===== config.mk =====
export PLATFORM = sky130hd
export DESIGN_NAME = pipelined_cla_subtractor_16bit
export DESIGN_NICKNAME = d
export VERILOG_FILES = /design/src/rtl/pipelined_cla_subtractor_16bit_pkg.sv /design/src/rtl/borrow_look_ahead_4bit.sv /design/src/rtl/pipelined_cla_subtractor_16bit.sv
export SDC_FILE = /design/constraint.sdc
export NUM_CORES = 1
export LEC_CHECK = 0
export BUFFER_PORTS_ARGS = -buffer_cell sky130_fd_sc_hd__buf_2
export CAP_MARGIN = 10
export CORE_MARGIN = 4
export CORE_UTILIZATION = 48
export DETAILED_ROUTE_END_ITERATION = 6
export PLACE_DENSITY = 0.71
export SLEW_MARGIN = 30
export SYNTH_ARGS = -nofsm -noshare
export SYNTH_HDL_FRONTEND = slang
export SYNTH_SLANG_ARGS = --single-unit

===== constraint.sdc =====
create_clock -name clk -period 2.62 [get_ports clk]
set_clock_uncertainty 0.15 [all_clocks]
set_input_delay 0.393 -clock clk [delete_from_list [all_inputs] [get_ports clk]]
set_output_delay 0.393 -clock clk [all_outputs]
set_load 0.03 [all_outputs]

===== src/rtl/pipelined_cla_subtractor_16bit_pkg.sv =====
// ---------------------------------------------------------------------------
// pipelined_cla_subtractor_16bit_pkg
//
// Shared definitions for the pipelined borrow-lookahead subtractor:
//   WIDTH_DEF / SLICE_DEF : default operand width and bits resolved per stage
//   NSTG_DEF              : default number of pipeline stages
//   stage_t               : contents of one pipeline stage register
// ---------------------------------------------------------------------------
package pipelined_cla_subtractor_16bit_pkg;

    localparam int WIDTH_DEF = 16;
    localparam int SLICE_DEF = 4;
    localparam int NSTG_DEF  = WIDTH_DEF / SLICE_DEF;

    // One stage register. diff accumulates resolved slices from the LSB up;
    // a/b carry the operands forward so later stages can pick their slice;
    // borrow is the borrow into the next slice to be resolved.
    typedef struct packed {
        logic                 valid;
        logic [WIDTH_DEF-1:0] diff;
        logic                 borrow;
        logic [WIDTH_DEF-1:0] a;
        logic [WIDTH_DEF-1:0] b;
        logic                 a_msb;
        logic                 b_msb;
    } stage_t;

endpackage


===== src/rtl/borrow_look_ahead_4bit.sv =====
// ---------------------------------------------------------------------------
// borrow_look_ahead_4bit
//
// Purely combinational SLICE-bit subtract slice: diff = a - b - bin.
// Implemented as a + ~b + ~bin with generate/propagate lookahead; the slice
// borrow-out is the inverted carry-out.
//
// Ports:
//   a_i    [SLICE] minuend slice
//   b_i    [SLICE] subtrahend slice
//   bin_i  [1]     borrow into the slice
//   diff_o [SLICE] difference slice
//   bout_o [1]     borrow out of the slice
// ---------------------------------------------------------------------------
module borrow_look_ahead_4bit #(
    parameter int SLICE = 4
) (
    input  logic [SLICE-1:0] a_i,
    input  logic [SLICE-1:0] b_i,
    input  logic             bin_i,
    output logic [SLICE-1:0] diff_o,
    output logic             bout_o
);

    logic [SLICE-1:0] gen;
    logic [SLICE-1:0] prop;
    logic [SLICE-1:0] half;
    logic [SLICE:0]   carry;

    always_comb begin : lookahead
        logic acc;
        gen      = a_i & ~b_i;
        prop     = a_i | ~b_i;
        half     = a_i ^ ~b_i;
        carry    = '0;
        carry[0] = ~bin_i;
        acc      = 1'b0;
        // Each carry is expanded from carry[0], gen and prop alone, so no
        // carry depends on the previous one (flattened lookahead terms).
        for (int i = 0; i < SLICE; i++) begin
            acc = carry[0];
            for (int j = 0; j <= i; j++) begin
                acc = gen[j] | (prop[j] & acc);
            end
            carry[i+1] = acc;
        end
    end

    assign diff_o = half ^ carry[SLICE-1:0];
    assign bout_o = ~carry[SLICE];

endmodule


===== src/rtl/pipelined_cla_subtractor_16bit.sv =====
// ---------------------------------------------------------------------------
// pipelined_cla_subtractor_16bit
//
// NSTG-stage pipelined subtractor computing a - b - bin, one SLICE-bit slice
// per stage, with valid/ready handshakes on input and output. One result per
// clock at full throughput, lossless backpressure, bubbles collapse.
//
// Ports:
//   clk       rising-edge clock
//   rst_n     synchronous active-low reset (flushes all stages)
//   in_valid  operands valid          in_ready  block accepts operands
//   a, b, bin minuend, subtrahend, borrow-in
//   out_valid result valid            out_ready downstream accepts result
//   diff      (a - b - bin) mod 2^WIDTH
//   bout      unsigned borrow-out (a < b + bin)
//   ovf       two's complement overflow of the subtraction
// ---------------------------------------------------------------------------
module pipelined_cla_subtractor_16bit
    import pipelined_cla_subtractor_16bit_pkg::*;
#(
    parameter int WIDTH = WIDTH_DEF,
    parameter int SLICE = SLICE_DEF
) (
    input  logic             clk,
    input  logic             rst_n,
    input  logic             in_valid,
    output logic             in_ready,
    input  logic [WIDTH-1:0] a,
    input  logic [WIDTH-1:0] b,
    input  logic             bin,
    output logic             out_valid,
    input  logic             out_ready,
    output logic [WIDTH-1:0] diff,
    output logic             bout,
    output logic             ovf
);

    localparam int NSTG = WIDTH / SLICE;

    // stage_t is sized by the package width; only the slice size may vary.
    if (WIDTH != WIDTH_DEF || (WIDTH % SLICE) != 0) begin : g_param_check
        $error("WIDTH must equal WIDTH_DEF and be a multiple of SLICE");
    end

    stage_t           src     [NSTG];
    stage_t           stg_d   [NSTG];
    stage_t           stg_q   [NSTG];
    logic [SLICE-1:0] sl_diff [NSTG];
    logic             sl_bout [NSTG];
    logic [NSTG:0]    rdy;

    // Source of slice k: the input port for slice 0, stage k-1 otherwise.
    always_comb begin
        src[0]        = '0;
        src[0].valid  = in_valid;
        src[0].borrow = bin;
        src[0].a      = a;
        src[0].b      = b;
        src[0].a_msb  = a[WIDTH-1];
        src[0].b_msb  = b[WIDTH-1];
        for (int k = 1; k < NSTG; k++) begin
            src[k] = stg_q[k-1];
        end
    end

    for (genvar k = 0; k < NSTG; k++) begin : g_slice
        borrow_look_ahead_4bit #(
            .SLICE (SLICE)
        ) u_bla (
            .a_i    (src[k].a[k*SLICE +: SLICE]),
            .b_i    (src[k].b[k*SLICE +: SLICE]),
            .bin_i  (src[k].borrow),
            .diff_o (sl_diff[k]),
            .bout_o (sl_bout[k])
        );
    end

    always_comb begin
        for (int k = 0; k < NSTG; k++) begin
            stg_d[k]                          = src[k];
            stg_d[k].diff[k*SLICE +: SLICE]   = sl_diff[k];
            stg_d[k].borrow                   = sl_bout[k];
        end
    end

    // A stage may load when it is empty or its contents move on this cycle;
    // an empty stage therefore fills even while everything after it stalls.
    always_comb begin
        rdy       = '0;
        rdy[NSTG] = out_ready;
        for (int k = NSTG - 1; k >= 0; k--) begin
            rdy[k] = !stg_q[k].valid || rdy[k+1];
        end
    end

    // Stage boundaries: every stage register captures its slice result.
    always_ff @(posedge clk) begin
        if (!rst_n) begin
            for (int k = 0; k < NSTG; k++) begin
                stg_q[k] <= '0;
            end
        end else begin
            for (int k = 0; k < NSTG; k++) begin
                if (rdy[k]) begin
                    stg_q[k] <= stg_d[k];
                end
            end
        end
    end

    assign in_ready  = rst_n && rdy[0];
    assign out_valid = stg_q[NSTG-1].valid;
    assign diff      = stg_q[NSTG-1].diff;
    assign bout      = stg_q[NSTG-1].borrow;
    assign ovf       = (stg_q[NSTG-1].a_msb != stg_q[NSTG-1].b_msb) &&
                       (stg_q[NSTG-1].diff[WIDTH-1] != stg_q[NSTG-1].a_msb);

endmodule


Word level (Yosys, flattened, before mapping)
Memories as Yosys holds them, arrays and structs flattened.
Index checks and enable logic that the tools add are counted.
{ "totals": {"word_cells": 94, "n_memories": 1, "inputBits": 37, "ff_bits": 0, "ram_bits": 208} }
{ "memory_table": {"columns": ["name", "words", "word_bits", "rd", "rd_ports_with_merged_regs", "wr", "line_no", "rtl"], "rows": [
  ["stg_q", 4, 52, 4, 0, 4, "pipelined_cla_subtractor_16bit.sv:47", "stage_t stg_q [NSTG];"]
]} }
{ "op_classes": {"n_reduce_logical": 10, "n_eq_ne": 2, "n_mux": 17, "bitwise": 64} }
{ "op_table": {"columns": ["cell", "n"], "rows": [
  ["$mux W52", 4],
  ["$xor A4 B4 Y4", 8],
  ["$or A1 B1 Y1", 20],
  ["$and A1 B1 Y1", 16],
  ["$and A4 B4 Y4", 4],
  ["$not A4 Y4", 4],
  ["$or A4 B4 Y4", 4],
  ["$mux W1", 13],
  ["$not A1 Y1", 8],
  ["$logic_not A1 Y1", 4],
  ["$logic_or A1 B1 Y1", 4],
  ["$logic_and A1 B1 Y1", 2],
  ["$ne A1 B1 Y1", 2]
]} }

Depth between registers and ports, before layout
An unclocked memory read counts as a cell.
{ "logic_depth": {"ltp_word": 13, "depth_mapped": 10, "mapped_depth_nobuf": 10} }

Cells and area by module
Synthesis repeated with hierarchy kept, for this count alone.
{ "hier_totals": {"hier_cells": 335, "area_unflattened_um2": 4559.4} }
{ "modules_own_cells": {"columns": ["module", "area_per_inst_um2", "cells_per_inst", "n_inst"], "rows": [
  ["pipelined_cla_subtractor_16bit", 4088.9, 279, 1],
  ["borrow_look_ahead_4bit", 117.6, 14, 4]
]} }

Worst setup path before layout
No wires, ideal clock.
{ "synth_path": {"kind": "reg-to-reg", "from": "memory stg_q[0][34] (netlist bit)", "to": "memory stg_q[0][94] (netlist bit), data pin", "synth_period_minus_slack_ns": 2.488, "n_path_buf": 0, "required_time_ns": 2.215, "arrival_ns": 2.083, "path_slack_ns": 0.132, "stages_incl_launch_ff": 9, "setup_ns": 0.255, "path_cell_list": "edfxtp_1 -> fa_1 -> inv_1 -> fa_1 -> inv_1 -> fa_1 -> inv_1 -> fa_1 -> and3_1"} }
{ "synth_lines": {"columns": ["element", "line_no"], "rows": [
  ["from (decl)", "pipelined_cla_subtractor_16bit.sv:47"]
]} }

==> flow_metrics.env <==
export IMPL_cts_buffers_inserted=9
export IMPL_path_class="flop to flop"
export IMPL_final_min_clock_period_ns=2.517
export IMPL_ys_types=22
export IMPL_die_y_um=104.9
export IMPL_worstSetupStartpointType="flop"
export IMPL_drc_errors=0
export IMPL_critPathArrivalTime_ns=2.48
export IMPL_synth_top_area_share_pct=65.26
export IMPL_hold_viol=0
export IMPL_max_slew_worst_pin_slew_ns=0.4775
export IMPL_dieWidth_um=104.9
export IMPL_slew_violations=0
export IMPL_cp_cell_sequence="inv_2, fa_1, inv_1, fa_2, fa_1, inv_2, fa_1, and3b_1"
export IMPL_largest_register_ffs=98
export IMPL_finalSetupTns_ns=0
export IMPL_clk_pin_slew_ns=0.09
export IMPL_grt_pass1_vias=2396
export IMPL_cp_end_kind="flop"
export IMPL_grt_use_total_pct=11.92
export IMPL_status="finished clean"
export IMPL_placement_rows=35
export IMPL_vias=2364
export IMPL_ant_nets=0
export IMPL_fillers=765
export IMPL_ys_top_cells_by_count="98 x edfxtp_1, 36 x and3b_1, 30 x a21oi_1, 29 x nand2_1, 28 x inv_1"
export IMPL_cp_required_ns=2.58
export IMPL_critical_path_max_stage_delay_ns=0.43
export IMPL_grt_max_degree=46
export IMPL_h_tree_depth=3
export IMPL_yosysTopAreaCell="edfxtp_1"
export IMPL_syn_area_um2=4509
export IMPL_synth_ff_type="edfxtp_1"
export IMPL_coreArea_um2=9196
export IMPL_power_leakage_nw=2.322
export IMPL_cts_setup_buffers=0
export IMPL_drt_vias_per_instance=4.946
export IMPL_power_total_mw=3.212
export IMPL_relSlewSlack_pct=68.16
export IMPL_dieArea_um2=11010
export IMPL_detailed_place_area_um2=4773
export IMPL_grt_overflow_total=0
export IMPL_start_util_pct=49.03
export IMPL_synth_most_common_cell="edfxtp_1"
export IMPL_cp_max_fo=1
export IMPL_clk_latency_ns=0.35
export IMPL_io_buffers=56
export IMPL_drt_first_pass_iters=4
export IMPL_ys_warn_count=0
export IMPL_rsz0062_at_grt="no"
export IMPL_min_path_type="input pin to flop"
export IMPL_hpwl_um=4423
export IMPL_cts_sinks=98
export IMPL_cts_path_max_buffers=2
export IMPL_synth_area_leaders="edfxtp_1 65%, fa_1 7.1%, and3b_1 7.0%"
export IMPL_yosysSeqAreaShare_pct=65.26
export IMPL_fin_crit_sh_pct=96.06
export IMPL_antenna_found_initial=0
export IMPL_fmax_ghz=0.3973
export IMPL_drive_above_1_share_pct=25.89
export IMPL_cts_tree="done"
export IMPL_cts_root_buf="clkbuf_8"
export IMPL_area_delta_synth_final_pct=11.27
export IMPL_drt_total_wl_um=6175
export IMPL_synth_seq_cells=98
export IMPL_drv_cap=0
export IMPL_crit_slowest_cell="fa_1"
export IMPL_grt_pass1_wl_um=10680
export IMPL_top_register="stg_q"
export IMPL_syn_num_nets=377
export IMPL_synth_edf_count=98
export IMPL_wl_per_cell_um=12.92
export IMPL_finalSetupViolCount=0
export IMPL_avgSynthCellArea_um2=13.92
export IMPL_crit_top_cell="fa_1"
export IMPL_num_antenna_cells=0
export IMPL_syn_inst=324
export IMPL_largestRegisters="stg_q (98)"
export IMPL_num_io_pins=57
export IMPL_final_cell_area_um2=5017
export IMPL_powerDensity_nw_per_um2=640.2
export IMPL_place_congestion=0.7362
export IMPL_ir_drop_v=0.0003338
export IMPL_dr_first_iter_drc_count=76
export IMPL_layout_nets=415
export IMPL_ys_async_sr_fraction_pct=0
-- power by group --
group | internal (mW) | switching [mW] | total, mW | leakage, nW
Combinational | 0.114 | 0.147 | 0.261 | 1.04
Sequential | 1.82 | 0.0268 | 1.84 | 1.16
Clock | 0.633 | 0.473 | 1.11 | 0.114
-- final timing paths --
check,from,end,slack (ns),cells past startpoint
setup / recovery,stg_q[0][118],stg_q[0][206],0.10,8
hold / removal,a[8],stg_q[0][26],0.22,3
setup reg to reg,stg_q[0][118],stg_q[0][206],0.10,8
hold reg to reg,stg_q[0][27],stg_q[0][79],0.41,1
-- stage by stage --
stage	std cells	hold WS [ns]	utilization [%]	worst slack, ns
after floorplan	324	0.3779	-	0.1318
after global placement	462	0.3888	51.90	0.06559
after detailed placement	462	0.3861	51.90	0.01198
after CTS	478	0.1938	54.45	0.007639
after global routing	478	0.2052	54.56	0.005617
final	478	0.2201	54.56	0.1032
-- logic make-up (layout without fill, tap and decap cells) --
kind of cell,after synthesis,count (layout),share of synthesized area [%]
AND/OR/NAND/NOR,109,109,16.26
adder cells (fa/ha/maj),16,16,7.103
AO/OA/AOI/OAI,32,32,3.607
flip-flops,98,98,65.26
buffers and inverters,69,112,7.769
-- worst max-delay path, delay by kind of cell, from the launching register on --
| kind | cells | cell delay, ns |
|---|---|---|
| DFF | 1 | 0.39 |
| adders and majority gates | 4 | 1.37 |
| buffers and inverters | 3 | 0.20 |
| and+or+nand+nor | 1 | 0.17 |
-- layout by cell type (no fill, tap or decap), drive strengths merged --
master | Yosys | final
edfxtp | 98 | 98
nand2 | 29 | 29
clkbuf | 12 | 11
nand2b | 4 | 4
clkinv | 0 | 1
nand3b | 1 | 1
and2b | 1 | 1
and3b | 36 | 36
o21ai | 1 | 1
and3 | 23 | 23
a21boi | 1 | 1
bufinv | 0 | 3
buf | 29 | 68
fa | 16 | 16
a21oi | 30 | 30
and2 | 1 | 1
nand4b | 1 | 1
clkinvlp | 0 | 1
nor3b | 10 | 10
nand3 | 2 | 2
and4b | 1 | 1
inv | 28 | 28
-- repair_timing --
item                                    CTS  global route
gates cloned                              0             0
endpoints found under the setup margin    1             3
pin swaps                                 0             1
hold buffers                              0             0
gates resized for setup                   1             9
-- routing by layer --
metal	GRT usage [%]	vias to the layer above	share of wire, %
met1	15.23	1096	46
met2	18.93	72	47
met4	3.936	0	0.68
li1	-	1190	-
met5	0	-	0
met3	4.385	6	6.6
-- layout make-up --
type                    instances  area (µm²)  share of cell area, %
clock inverters                 5       102.6                  2.045
clock buffers                  11       131.4                  2.618
inverters                      28       105.1                  2.095
multi-input cells             157        1226                  24.44
flip-flops and latches         98        2943                  58.65
repair buffers                 68       370.4                  7.382
well taps                     111       138.9                  2.768
No activity file was read; power rests on OpenSTA's default activity.
